## config.mk

```make
export PLATFORM = sky130hd
export DESIGN_NAME = apb_i2c_master
export DESIGN_NICKNAME = d
export VERILOG_FILES = /design/src/rtl/apb_i2c_master.sv
export SDC_FILE = /design/constraint.sdc
export NUM_CORES = 1
export LEC_CHECK = 0
export CAP_MARGIN = 15
export CORE_ASPECT_RATIO = 0.5
export CORE_MARGIN = 2
export CORE_UTILIZATION = 25
export DETAILED_ROUTE_END_ITERATION = 10
export DONT_BUFFER_PORTS = 1
export PLACE_DENSITY = 0.42
export SYNTH_ARGS = -nofsm -noshare
export SYNTH_HDL_FRONTEND = slang
export SYNTH_SLANG_ARGS = --single-unit
```

## constraint.sdc

```tcl
create_clock -name HCLK -period 2.8 [get_ports HCLK]
set_input_delay 0.56 -clock HCLK [delete_from_list [all_inputs] [get_ports HCLK]]
set_output_delay 0.56 -clock HCLK [all_outputs]
set_load 0.01 [all_outputs]
```

## src/rtl/apb_i2c_master.sv

```systemverilog
// APB-attached single-master I2C controller: prescaled 4-phase bit engine
// generating START / byte write / byte read / STOP on open-drain pads.
module apb_i2c_master #(
  parameter int unsigned APB_ADDR_WIDTH = 12
) (
  input  logic                      HCLK,
  input  logic                      HRESETn,
  input  logic [APB_ADDR_WIDTH-1:0] PADDR,
  input  logic [31:0]               PWDATA,
  input  logic                      PWRITE,
  input  logic                      PSEL,
  input  logic                      PENABLE,
  output logic [31:0]               PRDATA,
  output logic                      PREADY,
  output logic                      PSLVERR,
  output logic                      interrupt_o,
  input  logic                      scl_pad_i,
  output logic                      scl_pad_o,
  output logic                      scl_padoen_o,
  input  logic                      sda_pad_i,
  output logic                      sda_pad_o,
  output logic                      sda_padoen_o
);

  typedef enum logic [2:0] {S_IDLE, S_START, S_WRITE, S_READ, S_STOP} state_t;

  state_t      state_q, state_d;
  logic [15:0] pre_q, cnt_q;
  logic [1:0]  phase_q;
  logic [3:0]  bit_q;
  logic [7:0]  rx_q, tx_q, sr_q;
  logic        en_q, ien_q, rxack_q, busy_q, al_q, tip_q, if_q;
  logic        sta_q, sto_q, rd_q, wr_q, ack_q;
  logic        scl_s1, scl_s2, sda_s1, sda_s2, scl_rel_d1, scl_rel_d2;
  logic        scl_oen, sda_oen, seq_done;
  logic [2:0]  addr;
  logic        apb_wr, cmd_wr, ctrl_wr, cmd_go, abort;
  logic        hold, tick, sample, last_bit, op_end, al_hit;
  logic        unused_bits;

  assign addr        = PADDR[4:2];
  assign apb_wr      = PSEL & PENABLE & PWRITE;
  assign cmd_wr      = apb_wr & (addr == 3'd5);
  assign ctrl_wr     = apb_wr & (addr == 3'd1);
  assign cmd_go      = cmd_wr & en_q & ~tip_q & (|PWDATA[7:4]);
  assign abort       = tip_q & ((ctrl_wr & ~PWDATA[7]) | ~en_q);
  assign unused_bits = ^{PADDR[APB_ADDR_WIDTH-1:5], PADDR[1:0], PWDATA[31:16], sta_q};

  // Stretch only counts once the synchroniser reflects our own release,
  // so the 2-cycle input latency never masquerades as a held-low SCL.
  assign hold     = scl_oen & scl_rel_d2 & ~scl_s2;
  assign tick     = (state_q != S_IDLE) & ~hold & (cnt_q == pre_q);
  assign sample   = tick & (phase_q == 2'd2);
  assign last_bit = (bit_q == 4'd8);
  assign op_end   = tick & (phase_q == 2'd3) &
                    ((state_q == S_START) | (state_q == S_STOP) | last_bit);
  assign al_hit   = sample & (state_q == S_WRITE) & ~last_bit & sr_q[7] & ~sda_s2;

  always_comb begin
    state_d  = state_q;
    scl_oen  = 1'b1;
    sda_oen  = 1'b1;
    seq_done = 1'b0;
    case (state_q)
      S_IDLE: begin
        if (cmd_go) begin
          if (PWDATA[7])      state_d = S_START;
          else if (PWDATA[4]) state_d = S_WRITE;
          else if (PWDATA[5]) state_d = S_READ;
          else                state_d = S_STOP;
        end
      end
      S_START: begin
        scl_oen = (phase_q != 2'd3);
        sda_oen = ~phase_q[1];
        if (op_end) begin
          if (wr_q)       state_d = S_WRITE;
          else if (rd_q)  state_d = S_READ;
          else if (sto_q) state_d = S_STOP;
          else begin
            state_d  = S_IDLE;
            seq_done = 1'b1;
          end
        end
      end
      S_WRITE, S_READ: begin
        scl_oen = phase_q[0] ^ phase_q[1];
        sda_oen = (state_q == S_WRITE) ? (last_bit | sr_q[7]) : (~last_bit | ack_q);
        if (op_end) begin
          if (sto_q) state_d = S_STOP;
          else begin
            state_d  = S_IDLE;
            seq_done = 1'b1;
          end
        end
      end
      S_STOP: begin
        scl_oen = (phase_q != 2'd0);
        sda_oen = phase_q[1];
        if (op_end) begin
          state_d  = S_IDLE;
          seq_done = 1'b1;
        end
      end
      default: state_d = S_IDLE;
    endcase
    if (al_hit) begin
      state_d  = S_IDLE;
      seq_done = 1'b1;
    end
    if (abort) begin
      state_d  = S_IDLE;
      seq_done = 1'b0;
    end
  end

  always_ff @(posedge HCLK) begin
    if (!HRESETn) begin
      state_q <= S_IDLE;
      cnt_q   <= '0;
      phase_q <= '0;
      bit_q   <= '0;
    end else begin
      state_q <= state_d;
      if (state_d != state_q) begin
        cnt_q   <= '0;
        phase_q <= '0;
        bit_q   <= '0;
      end else if (state_q != S_IDLE && !hold) begin
        if (cnt_q == pre_q) begin
          cnt_q   <= '0;
          phase_q <= phase_q + 2'd1;
          if (phase_q == 2'd3) bit_q <= bit_q + 4'd1;
        end else begin
          cnt_q <= cnt_q + 16'd1;
        end
      end
    end
  end

  always_ff @(posedge HCLK) begin
    if (!HRESETn) begin
      pre_q <= '1;
      {en_q, ien_q, rxack_q, busy_q, al_q, tip_q, if_q} <= '0;
      {sta_q, sto_q, rd_q, wr_q, ack_q} <= '0;
      rx_q  <= '0;
      tx_q  <= '0;
      sr_q  <= '0;
      {scl_s1, scl_s2, sda_s1, sda_s2, scl_rel_d1, scl_rel_d2} <= '1;
    end else begin
      scl_s1     <= scl_pad_i;
      scl_s2     <= scl_s1;
      sda_s1     <= sda_pad_i;
      sda_s2     <= sda_s1;
      scl_rel_d1 <= scl_oen;
      scl_rel_d2 <= scl_rel_d1;
      if (apb_wr && addr == 3'd0 && !tip_q) pre_q <= PWDATA[15:0];
      if (ctrl_wr) {en_q, ien_q} <= PWDATA[7:6];
      if (apb_wr && addr == 3'd4) tx_q <= PWDATA[7:0];
      if (cmd_wr && PWDATA[0]) if_q <= 1'b0;
      if (cmd_go) begin
        tip_q <= 1'b1;
        al_q  <= 1'b0;
        {sta_q, sto_q, rd_q, wr_q} <= PWDATA[7:4];
        ack_q <= PWDATA[3];
        sr_q  <= tx_q;
      end
      if (tick && phase_q == 2'd3 && state_q == S_WRITE) sr_q <= {sr_q[6:0], 1'b0};
      if (sample && state_q == S_READ && !last_bit) begin
        sr_q <= {sr_q[6:0], sda_s2};
        if (bit_q == 4'd7) rx_q <= {sr_q[6:0], sda_s2};
      end
      if (sample && state_q == S_WRITE && last_bit) rxack_q <= sda_s2;
      if (op_end && state_q == S_START) busy_q <= 1'b1;
      if (op_end && state_q == S_STOP)  busy_q <= 1'b0;
      if (al_hit) begin
        al_q   <= 1'b1;
        busy_q <= 1'b0;
      end
      if (seq_done) begin
        tip_q <= 1'b0;
        if_q  <= 1'b1;
      end
      if (abort) begin
        tip_q  <= 1'b0;
        busy_q <= 1'b0;
      end
    end
  end

  always_comb begin
    PRDATA = '0;
    case (addr)
      3'd0: PRDATA = {16'h0, pre_q};
      3'd1: PRDATA = {24'h0, en_q, ien_q, 6'h0};
      3'd2: PRDATA = {24'h0, rx_q};
      3'd3: PRDATA = {24'h0, rxack_q, busy_q, al_q, 3'h0, tip_q, if_q};
      3'd4: PRDATA = {24'h0, tx_q};
      default: PRDATA = '0;
    endcase
  end

  assign PREADY       = 1'b1;
  assign PSLVERR      = 1'b0;
  assign interrupt_o  = if_q & ien_q;
  assign scl_pad_o    = 1'b0;
  assign sda_pad_o    = 1'b0;
  assign scl_padoen_o = scl_oen;
  assign sda_padoen_o = sda_oen;

endmodule

```

==> out/qor.txt <==
worst r2r path cells - 10
clock power share - 49.2%
die height - 98.6 um
CTS resizes - 0
Primary FF master, synth - dfxtp_1
Final Hold Violating Endpoints - 0
Post-synth EDFFs - 0
Worst R2R Setup Slack - 0.16 ns
final wirelength - 12200 um
top layer in use - met4
Final TNS setup - 0 ns
Final nets - 597
Reg clk slew, reported paths - 0.06 ns
Routed Antenna Nets - 0
slew margin rel. - 45.9%
Pint - 1.92 mW
first-pass detailed-route iteration total - 4
worst r2r src - phase_q[0]
Initial Utilization - 25.6%
Power Density - 490 nW/um^2
WL met3 - 472 um
CTS tree - built
Reg power frac - 46.8%
synthesized area per cell - 8.37 um^2
Comb power frac - 4.0%
Die ar. - 19000 um^2
total gr overflow - 0
total power - 2.52 mW
setup ws final - 0.161 ns
Max Clock Skew - 0.0108 ns
CTS root buf - clkbuf_16
H-tree levels - 3
Mapped Cells - 534
total number of vias - 3538
num rows - 34
Req. time, crit path - 3.08 ns
Cell Count, Final, Fillers Out - 779
mapped cell area - 4470 um^2
fmax - 0.379 GHz
Seq/Total Area, Yosys - 36.7%
WL/cell - 15.7 um
critical path arrival - 2.92 ns
postcts setup bufs - 0
CP Buf/Inv Count - 2
CTS Buffer Depth - 2
Synth cell types - 65
Lkg Pwr - 2.01 nW
Ports - 90
first-pass GRT wire length - 19400 um
Hold Buf Count CTS - 0
switching power share of the total - 23.9%
Chip Width - 193 um
initial DRC count - 232
vias per std cell - 4.54
Critical Path Source Type - flip-flop
GP Congestion - 0.812
CP cell instances - inv_1 -> ha_1 -> nor3b_2 -> a311oi_4 -> a21o_4 -> or3_4 -> a311oi_4 -> o32ai_4 -> buf_4 -> nor2_2
Final min period - 2.64 ns
worst vdd ir - 273 uV
Async SR Flop Fraction - 0%
worst slew pin tran - 0.812 ns
#FFs+latches synth - 82
hpwl dp - 8930 um
clk sink count - 82
pre-CTS setup slack - 0.0251 ns
Net Sw Power - 0.601 mW
wire length on met2 - 5410 um
Layout Utilization - 29.5%
warnings from Yosys - 0
number of cells in the design after placement - 762
largest net degree at the start of global routing - 36
slowest cell delay on critical path - 0.43 ns
maxcap violations - 0
Setup Crit Path Kind - flip-flop to flip-flop
M1 WL - 6260 um
Worst-Skew Late Latency - 0.34 ns
status - finished clean
most used cell, CP - a311oi_4
CTS buffer count - 9
unrepaired setup endpoints after global routing - no
worst min-delay path endpoint - sda_s1
initial antenna violation count - 0
Max Slew Vio Count - 0
HP Start - HRESETn
Crit. End Element - flip-flop
share of cells above drive strength 1 - 14.3%
delay-heaviest family, CP - compound AO/OA/AOI/OAI gates
vias in the first global route - 3397
Layout Area Growth over Synthesis - 14.9%
IO Port Bufs - 0
Hold Crit Class - input port to flip-flop
# DRC - 0
Final Setup Violations - 0
# diodes - 0
Worst path slowest cell - or3_4
hold path cells - 1
final cycle utilization of the critical path - 94.3%
core area - 17400 um^2
Total GRT Usage - 13.3%
R2R Path End - cnt_q[12]
crit-path max FO - 9
==> cells in the mapped netlist, drive strengths merged, types with 2 or more instances <==
cell type,count,area (um^2)
a22oi,5,37.5
and3,4,25.0
o32ai,2,25.0
nand2,63,236
nand4,13,81.3
inv,11,41.3
o21ai,8,40.0
mux2i,36,360
buf,33,241
a21oi,22,110
nor3b,3,27.5
o22ai,2,12.5
clkbuf,17,63.8
o31ai,3,27.5
nor4,9,62.6
conb,2,7.51
o311ai,2,17.5
o21a,3,22.5
a211oi,10,75.1
nor3,12,60.1
and2,10,62.6
nand3b,4,30.0
dfxtp,82,1640
nand3,21,105
nor2b,6,40.0
a311oi,2,41.3
xor2,22,193
o41ai,2,25.0
nand2b,10,62.6
xnor2,11,96.3
ha,6,75.1
nor2,75,332
or3,5,36.3
==> worst max path at each step <==
stage / start / end / cells past startpoint
after floorplan: phase_q[1] / phase_q[1] / 10
after global placement: phase_q[0] / rx_q[7] / 11
after detailed placement: phase_q[0] / rx_q[3] / 11
after CTS: phase_q[0] / rx_q[3] / 11
after global routing: phase_q[0] / cnt_q[1] / 10
final: phase_q[0] / cnt_q[12] / 10
==> logic make-up after synthesis <==
family	Yosys count	share of synthesized area, %
xor+xnor	33	6.46
buf+inv	62	7.83
fa+ha+maj	6	1.68
other cells	2	0.168
compound gates	68	11.1
mux	37	8.31
flops	82	36.7
simple gates	244	27.8
==> layout by cell type (no fill, tap or decap), types with 20 or more instances in the layout <==
cell type / n
nand2_1: 63
nor2_1: 55
a21oi_1: 22
xor2_1: 22
mux2i_1: 36
nor2_2: 20
dfxtp_1: 82
conb_1: 20
nand3_1: 21
buf_4: 25
==> flip-flops by register name (all words and copies together), names as in the netlist, 2 cells and up <==
register / cells
bit_q: 4
rx_q: 8
state_q: 3
sr_q: 8
phase_q: 2
tx_q: 8
pre_q: 16
cnt_q: 16
==> final cells by class <==
class | instances | area, um^2
Fill cell | 1884 | 12300
Clock inverter | 7 | 85.1
Clock buffer | 9 | 225
Inverter | 12 | 45.0
Sequential cell | 82 | 1640
Multi-Input combinational cell | 408 | 2610
Timing Repair Buffer | 27 | 235
Tap cell | 234 | 293
==> power by group through the flow <==
| stage | Sequential, mW | Combinational, mW | Clock, mW |
|---|---|---|---|
| final | 1.18 | 0.101 | 1.24 |
| after global routing | 1.18 | 0.114 | 1.33 |
| after CTS | 1.18 | 0.0962 | 1.28 |
| after detailed placement | 1.21 | 0.0960 | 0 |
| after global placement | 1.21 | 0.0963 | 0 |
| after floorplan | 1.20 | 0.109 | 0 |
==> metrics by stage <==
step                hold slack [ns]  instance area (um^2)
floorplan                     0.386                  4540
global placement              0.387                  4750
detailed placement            0.398                  4750
CTS                           0.283                  5060
global route                  0.282                  5140
finish                        0.296                  5140
==> metal layers <==
| metal | GRT usage, % | vias up |
|---|---|---|
| met2 | 19.9 | 57 |
| met5 | 0 | - |
| met3 | 3.45 | 6 |
| met1 | 19.0 | 1659 |
| met4 | 3.09 | 0 |
| li1 | - | 1816 |
Note: power is estimated with default switching activity, not from simulation.
